**config.mk**
```make
export PLATFORM = sky130hd
export DESIGN_NAME = gameover_fade_ctrl_flat
export DESIGN_NICKNAME = d
export VERILOG_FILES = /design/src/rtl/gameover_fade_ctrl_pkg.sv /design/src/rtl/gameover_fade_ctrl_if.sv /design/src/rtl/gameover_fade_ctrl_fade_scaler.sv /design/src/rtl/gameover_fade_ctrl.sv /design/src/flat_wrapper.sv
export SDC_FILE = /design/constraint.sdc
export NUM_CORES = 1
export LEC_CHECK = 0
export ABC_CLOCK_PERIOD_IN_PS = 4100
export BUFFER_PORTS_ARGS = -buffer_cell sky130_fd_sc_hd__buf_2
export CAP_MARGIN = 20
export CORE_MARGIN = 10
export CORE_UTILIZATION = 58
export DETAILED_ROUTE_END_ITERATION = 16
export PLACE_DENSITY = 0.8
export SLEW_MARGIN = 20
export SYNTH_ARGS = -nofsm -noshare
export SYNTH_HDL_FRONTEND = slang
export SYNTH_SLANG_ARGS = --single-unit
```
**constraint.sdc**
```tcl
create_clock -name clk -period 4.1 [get_ports clk]
set_clock_uncertainty 0.05 [all_clocks]
set_input_delay 0.82 -clock clk [delete_from_list [all_inputs] [get_ports clk]]
set_output_delay 0.82 -clock clk [all_outputs]
set_load 0.05 [all_outputs]
```
**src/rtl/gameover_fade_ctrl_pkg.sv**
```systemverilog
// Shared types and constants for the game-over fade controller.
// Palette entries are {red, green, blue}, 4 bits each.
package gameover_pkg;

    typedef enum logic [1:0] {
        IDLE,
        FADE_IN,
        HOLD,
        FADE_OUT
    } fade_state_e;

    localparam int unsigned DEF_STEP_FRAMES = 4;
    localparam int unsigned DEF_HOLD_FRAMES = 120;

    // Index 15 is the leftmost entry, index 0 the rightmost.
    localparam logic [15:0][11:0] PALETTE = {
        12'h000, 12'h300, 12'hD00, 12'h000,
        12'h700, 12'hC00, 12'h900, 12'hB00,
        12'h200, 12'h500, 12'h100, 12'hA00,
        12'h400, 12'h600, 12'hC00, 12'h000
    };

endpackage

```
**src/rtl/gameover_fade_ctrl_if.sv**
```systemverilog
// Control, status and pixel signals of the fade controller.
// The master side drives requests and pixels, the slave side answers.
interface gameover_fade_ctrl_if;

    logic       start;
    logic       abort;
    logic       vsync_tick;
    logic       pix_valid_in;
    logic [3:0] pix_index;
    logic [3:0] red;
    logic [3:0] green;
    logic [3:0] blue;
    logic       pix_valid_out;
    logic [3:0] level;
    logic       busy;
    logic       done;

    modport master (
        output start, abort, vsync_tick, pix_valid_in, pix_index,
        input  red, green, blue, pix_valid_out, level, busy, done
    );

    modport slave (
        input  start, abort, vsync_tick, pix_valid_in, pix_index,
        output red, green, blue, pix_valid_out, level, busy, done
    );

endinterface

```
**src/rtl/gameover_fade_ctrl_fade_scaler.sv**
```systemverilog
// One colour channel of the brightness scaler: out = (c*(l+1))>>4,
// forced to black at level 0, registered.
module fade_scaler (
    input  logic       clk,
    input  logic       rst_n,
    input  logic [3:0] c,
    input  logic [3:0] l,
    output logic [3:0] o
);

    logic [7:0] prod;

    assign prod = {4'd0, c} * ({4'd0, l} + 8'd1);

    always_ff @(posedge clk or negedge rst_n) begin
        if (!rst_n) begin
            o <= 4'd0;
        end else begin
            o <= (l == 4'd0) ? 4'd0 : prod[7:4];
        end
    end

endmodule

```
**src/rtl/gameover_fade_ctrl.sv**
```systemverilog
// Game-over screen fade: fade-in / hold / fade-out sequencer driven by
// vsync, plus a two-stage palette lookup and brightness scaling path.
module gameover_fade_ctrl
    import gameover_pkg::*;
#(
    parameter int unsigned STEP_FRAMES = DEF_STEP_FRAMES,
    parameter int unsigned HOLD_FRAMES = DEF_HOLD_FRAMES
) (
    input logic                  clk,
    input logic                  rst_n,
    gameover_fade_ctrl_if.slave  bus
);

    localparam logic [9:0] STEP_C = 10'(STEP_FRAMES);
    localparam logic [9:0] HOLD_C = 10'(HOLD_FRAMES);

    fade_state_e state_q, state_d;
    logic [3:0]  level_q, level_d;
    logic [9:0]  cnt_q, cnt_d;
    logic [9:0]  cnt_inc;
    logic        done_q, done_d;

    assign cnt_inc = cnt_q + 10'd1;

    always_ff @(posedge clk or negedge rst_n) begin
        if (!rst_n) begin
            state_q <= IDLE;
            level_q <= 4'd0;
            cnt_q   <= 10'd0;
            done_q  <= 1'b0;
        end else begin
            state_q <= state_d;
            level_q <= level_d;
            cnt_q   <= cnt_d;
            done_q  <= done_d;
        end
    end

    always_comb begin
        state_d = state_q;
        level_d = level_q;
        cnt_d   = cnt_q;
        done_d  = 1'b0;
        // Abort beats every other request, including a tick or a start.
        if (bus.abort) begin
            state_d = IDLE;
            level_d = 4'd0;
            cnt_d   = 10'd0;
        end else begin
            unique case (state_q)
                IDLE: begin
                    level_d = 4'd0;
                    if (bus.start) begin
                        state_d = FADE_IN;
                        cnt_d   = 10'd0;
                    end
                end
                FADE_IN: if (bus.vsync_tick) begin
                    cnt_d = cnt_inc;
                    if (cnt_inc >= STEP_C) begin
                        cnt_d = 10'd0;
                        if (level_q != 4'hF) level_d = level_q + 4'd1;
                        if (level_q >= 4'hE) state_d = HOLD;
                    end
                end
                HOLD: if (bus.vsync_tick) begin
                    cnt_d = cnt_inc;
                    if (cnt_inc >= HOLD_C) begin
                        state_d = FADE_OUT;
                        cnt_d   = 10'd0;
                    end
                end
                FADE_OUT: if (bus.vsync_tick) begin
                    cnt_d = cnt_inc;
                    if (cnt_inc >= STEP_C) begin
                        cnt_d = 10'd0;
                        if (level_q != 4'h0) level_d = level_q - 4'd1;
                        if (level_q <= 4'h1) begin
                            state_d = IDLE;
                            done_d  = 1'b1;
                        end
                    end
                end
            endcase
        end
    end

    logic [11:0] pal_q;
    logic        v1_q, v2_q;
    logic [3:0]  r_q, g_q, b_q;

    always_ff @(posedge clk or negedge rst_n) begin
        if (!rst_n) begin
            pal_q <= 12'd0;
            v1_q  <= 1'b0;
            v2_q  <= 1'b0;
        end else begin
            pal_q <= PALETTE[bus.pix_index];
            v1_q  <= bus.pix_valid_in;
            v2_q  <= v1_q;
        end
    end

    fade_scaler u_red (
        .clk   (clk),
        .rst_n (rst_n),
        .c     (pal_q[11:8]),
        .l     (level_q),
        .o     (r_q)
    );

    fade_scaler u_green (
        .clk   (clk),
        .rst_n (rst_n),
        .c     (pal_q[7:4]),
        .l     (level_q),
        .o     (g_q)
    );

    fade_scaler u_blue (
        .clk   (clk),
        .rst_n (rst_n),
        .c     (pal_q[3:0]),
        .l     (level_q),
        .o     (b_q)
    );

    assign bus.red           = r_q;
    assign bus.green         = g_q;
    assign bus.blue          = b_q;
    assign bus.pix_valid_out = v2_q;
    assign bus.level         = level_q;
    assign bus.busy          = (state_q != IDLE);
    assign bus.done          = done_q;

endmodule
```
**src/flat_wrapper.sv**
```systemverilog
// flat-port wrapper written by rule: the top's interface ports become plain ports
module gameover_fade_ctrl_flat import gameover_pkg::*;
#(
    parameter int unsigned STEP_FRAMES = DEF_STEP_FRAMES,
    parameter int unsigned HOLD_FRAMES = DEF_HOLD_FRAMES
)
  (clk, rst_n, bus_start, bus_abort, bus_vsync_tick, bus_pix_valid_in, bus_pix_index, bus_red, bus_green, bus_blue, bus_pix_valid_out, bus_level, bus_busy, bus_done);
  gameover_fade_ctrl_if bus_i ();
  input logic clk;
  input logic rst_n;
  input wire logic [$bits(bus_i.start)-1:0] bus_start;
  input wire logic [$bits(bus_i.abort)-1:0] bus_abort;
  input wire logic [$bits(bus_i.vsync_tick)-1:0] bus_vsync_tick;
  input wire logic [$bits(bus_i.pix_valid_in)-1:0] bus_pix_valid_in;
  input wire logic [$bits(bus_i.pix_index)-1:0] bus_pix_index;
  output wire logic [$bits(bus_i.red)-1:0] bus_red;
  output wire logic [$bits(bus_i.green)-1:0] bus_green;
  output wire logic [$bits(bus_i.blue)-1:0] bus_blue;
  output wire logic [$bits(bus_i.pix_valid_out)-1:0] bus_pix_valid_out;
  output wire logic [$bits(bus_i.level)-1:0] bus_level;
  output wire logic [$bits(bus_i.busy)-1:0] bus_busy;
  output wire logic [$bits(bus_i.done)-1:0] bus_done;
  assign bus_i.start = bus_start;
  assign bus_i.abort = bus_abort;
  assign bus_i.vsync_tick = bus_vsync_tick;
  assign bus_i.pix_valid_in = bus_pix_valid_in;
  assign bus_i.pix_index = bus_pix_index;
  assign bus_red = bus_i.red;
  assign bus_green = bus_i.green;
  assign bus_blue = bus_i.blue;
  assign bus_pix_valid_out = bus_i.pix_valid_out;
  assign bus_level = bus_i.level;
  assign bus_busy = bus_i.busy;
  assign bus_done = bus_i.done;
  gameover_fade_ctrl #(.STEP_FRAMES(STEP_FRAMES), .HOLD_FRAMES(HOLD_FRAMES)) u_core (.clk(clk), .rst_n(rst_n), .bus(bus_i));
endmodule
```
======== Yosys cells after proc, flatten, opt, wreduce, memory -nomap -nowiden ========
Memories as Yosys holds them, arrays and structs flattened. A register that Yosys moved wholly into a read port is not among the register bits.
Cells that the tools add are included.
word-level totals
  bits in read-only memories .............. 192
  output and inout bits ................... 19
  memories kept ........................... 1
  register bits after elaboration ......... 31
memories
  memory           words  bits a word  read ports  clocked after Yosys merged registers in  wr ports  line                      RTL
  (no name shown)  16     12           1           1                                        0         gameover_fade_ctrl.sv:98  pal_q <= PALETTE[bus.pix_index];
operators by class
  multipliers ............................. 3
  eq/ne operators ......................... 16
  $add $sub $neg .......................... 4
  mux-type cells .......................... 34
  reduce and logical (&&, ||, !) cells .... 10
  order comparisons ....................... 4
operators by type and width
  operator                 number
  $mux W10                 6
  $mux W4                  10
  $pmux W10 S3             1
  $mul A4 B8 Y8            3
  $ne A3 B2 Y1 const B     7
  $mux W2                  10
  $ne A3 B3 Y1 const B     4
  $pmux W4 S3              1
  $add A10 B1 Y10 const B  1
  $ge A10 B3 Y1 const B    1
  $ge A10 B7 Y1 const B    1
  $reduce_and A9 Y1        1
  $pmux W2 S4              1
  $reduce_bool A4 Y1       2
  $reduce_and A7 Y1        1
  $add A4 B1 Y5 const B    1
  $mux W1                  5
  $add A4 B1 Y4 const B    1
  $eq A2 B2 Y1 const B     2
  $ge A4 B4 Y1 const B     1
  $le A4 B1 Y1 const B     1
  $logic_not A4 Y1         1
  $ne A4 B4 Y1 const B     1
  $sub A4 B1 Y4 const B    1
  other kinds (7)          7

======== Longest topological paths before layout ========
  word-level depth ........................ 6
  mapped depth ............................ 13

======== Cells and area by module ========
From an unflattened synthesis, not the netlist that was laid out.
second synthesis, totals
  cells, all modules ...................... 405
  area, all modules ....................... 3797.4 um2
modules (own cells, without submodules)
  module                           times used  seq. area each (um2)  area an instance (um2)  cells an instance
  gameover_fade_ctrl               1           575.6                 1791.7                  192
  fade_scaler (u_core.u_blue ...)  2           100.1                 668.1                   71
  fade_scaler (u_core.u_green)     1           100.1                 669.4                   71

======== Worst setup path before layout ========
OpenSTA, ideal clock, no wires.
  path type ............................... register -> register
  start ................................... reg u_core.level_q[0], in the netlist u_core.bus.level[0]
  end ..................................... reg u_core.u_red.o[3]
  slack ................................... 532 ps
  setup time .............................. 122 ps
  period minus slack after synthesis ...... 3568 ps
  stages on the path, launching flop included .. 13
  required time ........................... 3928 ps
  arrival ................................. 3396 ps
  cells stage by stage .................... dfrtp_1 inv_1 ha_1 nand2_1 fa_1 inv_1 fa_1 ha_1 a41o_1 a21oi_1 o21ai_1 xnor2_1 nor2_1
between the ends
  cells in the longest elaborated chain, start to end .. 3
RTL lines
  item                    line                                  RTL
  start, declared         gameover_fade_ctrl.sv:18              logic [3:0] level_q, level_d;
  start signal, assigned  gameover_fade_ctrl.sv:33              level_q <= level_d;
  $add A4 B1 Y5           gameover_fade_ctrl_fade_scaler.sv:13  assign prod = {4'd0, c} * ({4'd0, l} + 8'd1);
  $mul A4 B8 Y8           gameover_fade_ctrl_fade_scaler.sv:13
  $mux W4 (*)             gameover_fade_ctrl_fade_scaler.sv:19  o <= (l == 4'd0) ? 4'd0 : prod[7:4];
  end signal, assigned    gameover_fade_ctrl_fade_scaler.sv:19
  end, declared           gameover_fade_ctrl_fade_scaler.sv:8   output logic [3:0] o
Every way passes the cells marked *; elsewhere a longest branch is shown, timed or not.
A chain may end at the register's enable or synchronous reset.

======== Final worst setup path ========
Ends and elaborated chain as after synthesis.

==> reports/summary.txt <==
Synth top area cells: dfrtp_1, ha_1, fa_1
Initial Util: 60.47%
GP Congestion: 0.8983
Netlist cell types: 57
Die area: 6764 µm²
CP Capture Type: register
Drt initial violations: 103
Synth Flop Type: dfrtp_1
Post-CTS setup buffers: 0
PortBufs: 20
RSZ-0062 raised after global routing: no
Synth Register Bits: 27
Worst-Margin Slew: 0.8325 ns
ANT cells: 0
Cts hold-fix bufs: 0
Cell taking the most area after synthesis: dfrtp_1
Worst VDD drop: 0.3062 mV
MaxCap Viol Count: 0
Clk pin slew, worst setup/hold paths: 0.10 ns
Vias in the first global route: 1709
Drt first pass iters: 4
CTS HTree Levels: 1
Overall power: 1.030 mW
Reg-to-reg critical path startpoint: u_core.bus.level[0]
Max Buffers Root-to-Sink: 2
Pin count of the biggest net entering global routing: 28
Post-synth EDFFs: 0
Leak Pwr: 1.144 nW
# rows: 22
Initial antenna violation count: 0
Placed Cells: 308
Post-CTS resize count: 0
# IOs: 29
P&R area growth vs syn: 5.178%
Worst skew pair latency: 0.28 ns
Via count: 1792
Setup_tns: 0 ns
Routed length per instance: 14.32 µm
Register area: 675.6 µm²
Total gr overflow: 0
Post-route ant nets: 0
Post-layout min period: 3.510 ns
Critical Path Source Type: register
R2r setup slk: 0.59 ns
FF-to-FF path depth: 12
Relative slew slack: 44.50%
Reg2reg end: u_core.u_red.o[3]
Die height: 82.25 µm
Sequential share of the synthesized area: 30.07%
Vias per cell: 5.744
Asr flop ratio synth: 100.0%
Hold path depth: 0
CP Max Fanout: 11
All-layer global routing usage: 13.63%
Core area: 3716 µm²
DR DRC count: 0
Nets: 303
Clk root buf: clkbuf_8
Yosys warning total: 0
Crit Path Category: register to register
Non-Filler Instances: 312
CP Data Arrival Time: 3.63 ns
Syn Std Cell Area: 2247 µm²
First-pass GRT wire length: 7507 µm
Worst min path class: register to register
Hold endpoint: u_core.bus.pix_valid_out
Peak Freq: 0.2849 GHz
Endpoints failing setup: 0
Hpwl dp: 3386 µm
Syn Inst Count: 252
Startpoint of the worst hold path: u_core.v1_q
Die width: 82.25 µm
Detailed Route WL: 4468 µm
Multi-input logic area: 1396 µm²
Layout cells sized above 1: 13.26%
Mean post-synth cell area: 8.917 µm²
Clk sinks: 27
Final slew viol count: 0
Crit share post-route: 85.60%
Final Hold Fails: 0
TritonCTS Buffers: 3
Outcome: finished clean
Yosys top cell area share: 30.07%
Fillers: 316
Required time of the worst setup path: 4.22 ns
Cell Pwr Density: 435.8 nW/µm²
TritonCTS clock tree: done
cell usage in the layout, fill, tap and decap left out, types with 2 or more instances in the layout:
cell type,netlist,routed
mux2i_1,3,3
a211oi_1,2,2
o21a_1,4,4
mux2_2,2,2
dfrtp_1,27,27
o21ai_1,6,6
clkbuf_8,0,3
nor4_1,2,2
a31oi_1,2,2
o211ai_1,3,3
nor3_1,6,6
nand2_1,23,23
a21oi_1,10,10
xor2_1,2,2
buf_2,5,20
nand3_1,11,11
fa_1,5,5
ha_1,23,23
nor2b_1,3,3
nor2_1,15,15
a21oi_2,2,2
o32ai_1,2,2
conb_1,1,8
o21ai_0,4,4
xnor2_1,7,7
nand4_1,5,5
inv_1,21,21
and2_1,12,12
o31ai_1,4,4
stage by stage:
stage / setup slack (ns) / util, % / instance area [µm²] / hold slack, ns
after floorplan: 0.5323 / - / 2273 / 0.2812
after global placement: 0.7563 / 62.29 / 2315 / 0.2830
after detailed placement: 0.6217 / 62.29 / 2315 / 0.2990
after CTS: 0.5970 / 63.60 / 2364 / 0.3188
after global routing: 0.3827 / 63.60 / 2364 / 0.3251
final: 0.5903 / 63.60 / 2364 / 0.3131
power breakdown:
group          internal, mW  switching (mW)
clock                0.0692          0.0888
combinational         0.181           0.359
sequential            0.293          0.0396
flip-flops by register name (all words and copies together), names as in the netlist:
name,flops
u_core.cnt_q,10
u_core.bus.level,4
u_core.pal_q,4
u_core.u_red.o,4
u_core.state_q,2
u_core.bus.done,1
u_core.bus.pix_valid_out,1
u_core.v1_q,1
synth_stat cells, types with 2 or more instances:
master	instances
dfrtp_1	27
ha_1	23
nand2_1	23
inv_1	21
nor2_1	15
and2_1	12
nand3_1	11
a21oi_1	10
buf_4	9
xnor2_1	7
nor3_1	6
o21ai_1	6
buf_2	5
fa_1	5
nand4_1	5
clkbuf_1	4
o21a_1	4
o21ai_0	4
o31ai_1	4
mux2i_1	3
nor2b_1	3
o211ai_1	3
a211oi_1	2
a21oi_2	2
a31oi_1	2
mux2_2	2
nor4_1	2
o32ai_1	2
xor2_1	2
cell families (layout without fill, tap and decap cells):
family	Yosys count	in the layout	synth area share (%)
other	1	8	0.1669
and+or+nand+nor	88	88	20.66
DFF	27	27	30.07
muxes	5	5	2.339
AOI/OAI and AO/OA	53	53	17.04
buffers and inverters	41	46	8.964
adders and majority gates	28	28	17.26
xor gates and xnor gates	9	9	3.508
worst max-delay path, stage by stage, from the launching register on:
cell and delay [ns]:
dfrtp_1 0.56, ha_1 0.26, xor2_1 0.26, nand2_1 0.12
fa_1 0.50, inv_1 0.06, fa_1 0.47, ha_1 0.30
a41o_1 0.24, a21oi_1 0.27, o21ai_1 0.13, xnor2_1 0.14
nor2_1 0.05
worst max-delay path by stage:
stage,slack [ns],to,start,cells after the start
floorplan,0.53,u_core.u_red.o[3],u_core.bus.level[0],12
global placement,0.76,u_core.u_red.o[3],u_core.bus.level[0],12
detailed placement,0.62,u_core.u_red.o[3],u_core.bus.level[0],12
CTS,0.60,u_core.u_red.o[3],u_core.bus.level[0],12
global route,0.38,u_core.u_red.o[3],u_core.bus.level[0],12
finish,0.59,u_core.u_red.o[3],u_core.bus.level[0],12
per-layer routing:
| metal | share of wire, % | global-route usage, % | up-vias |
|---|---|---|---|
| li1 | - | - | 893 |
| met1 | 45 | 16.81 | 834 |
| met2 | 46 | 22.24 | 57 |
| met3 | 8.3 | 3.564 | 8 |
| met4 | 1.6 | 5.272 | 0 |
| met5 | 0 | 0 | - |
area by class of cell:
class	instances	area share [%]
repair buffers	20	4.235
multi-input cells	191	59.08
clock inverters	1	0.3176
well taps	48	2.541
inverters	22	3.494
clock buffers	3	1.747
flip-flops and latches	27	28.59
Note: power is estimated with default switching activity, not from simulation.
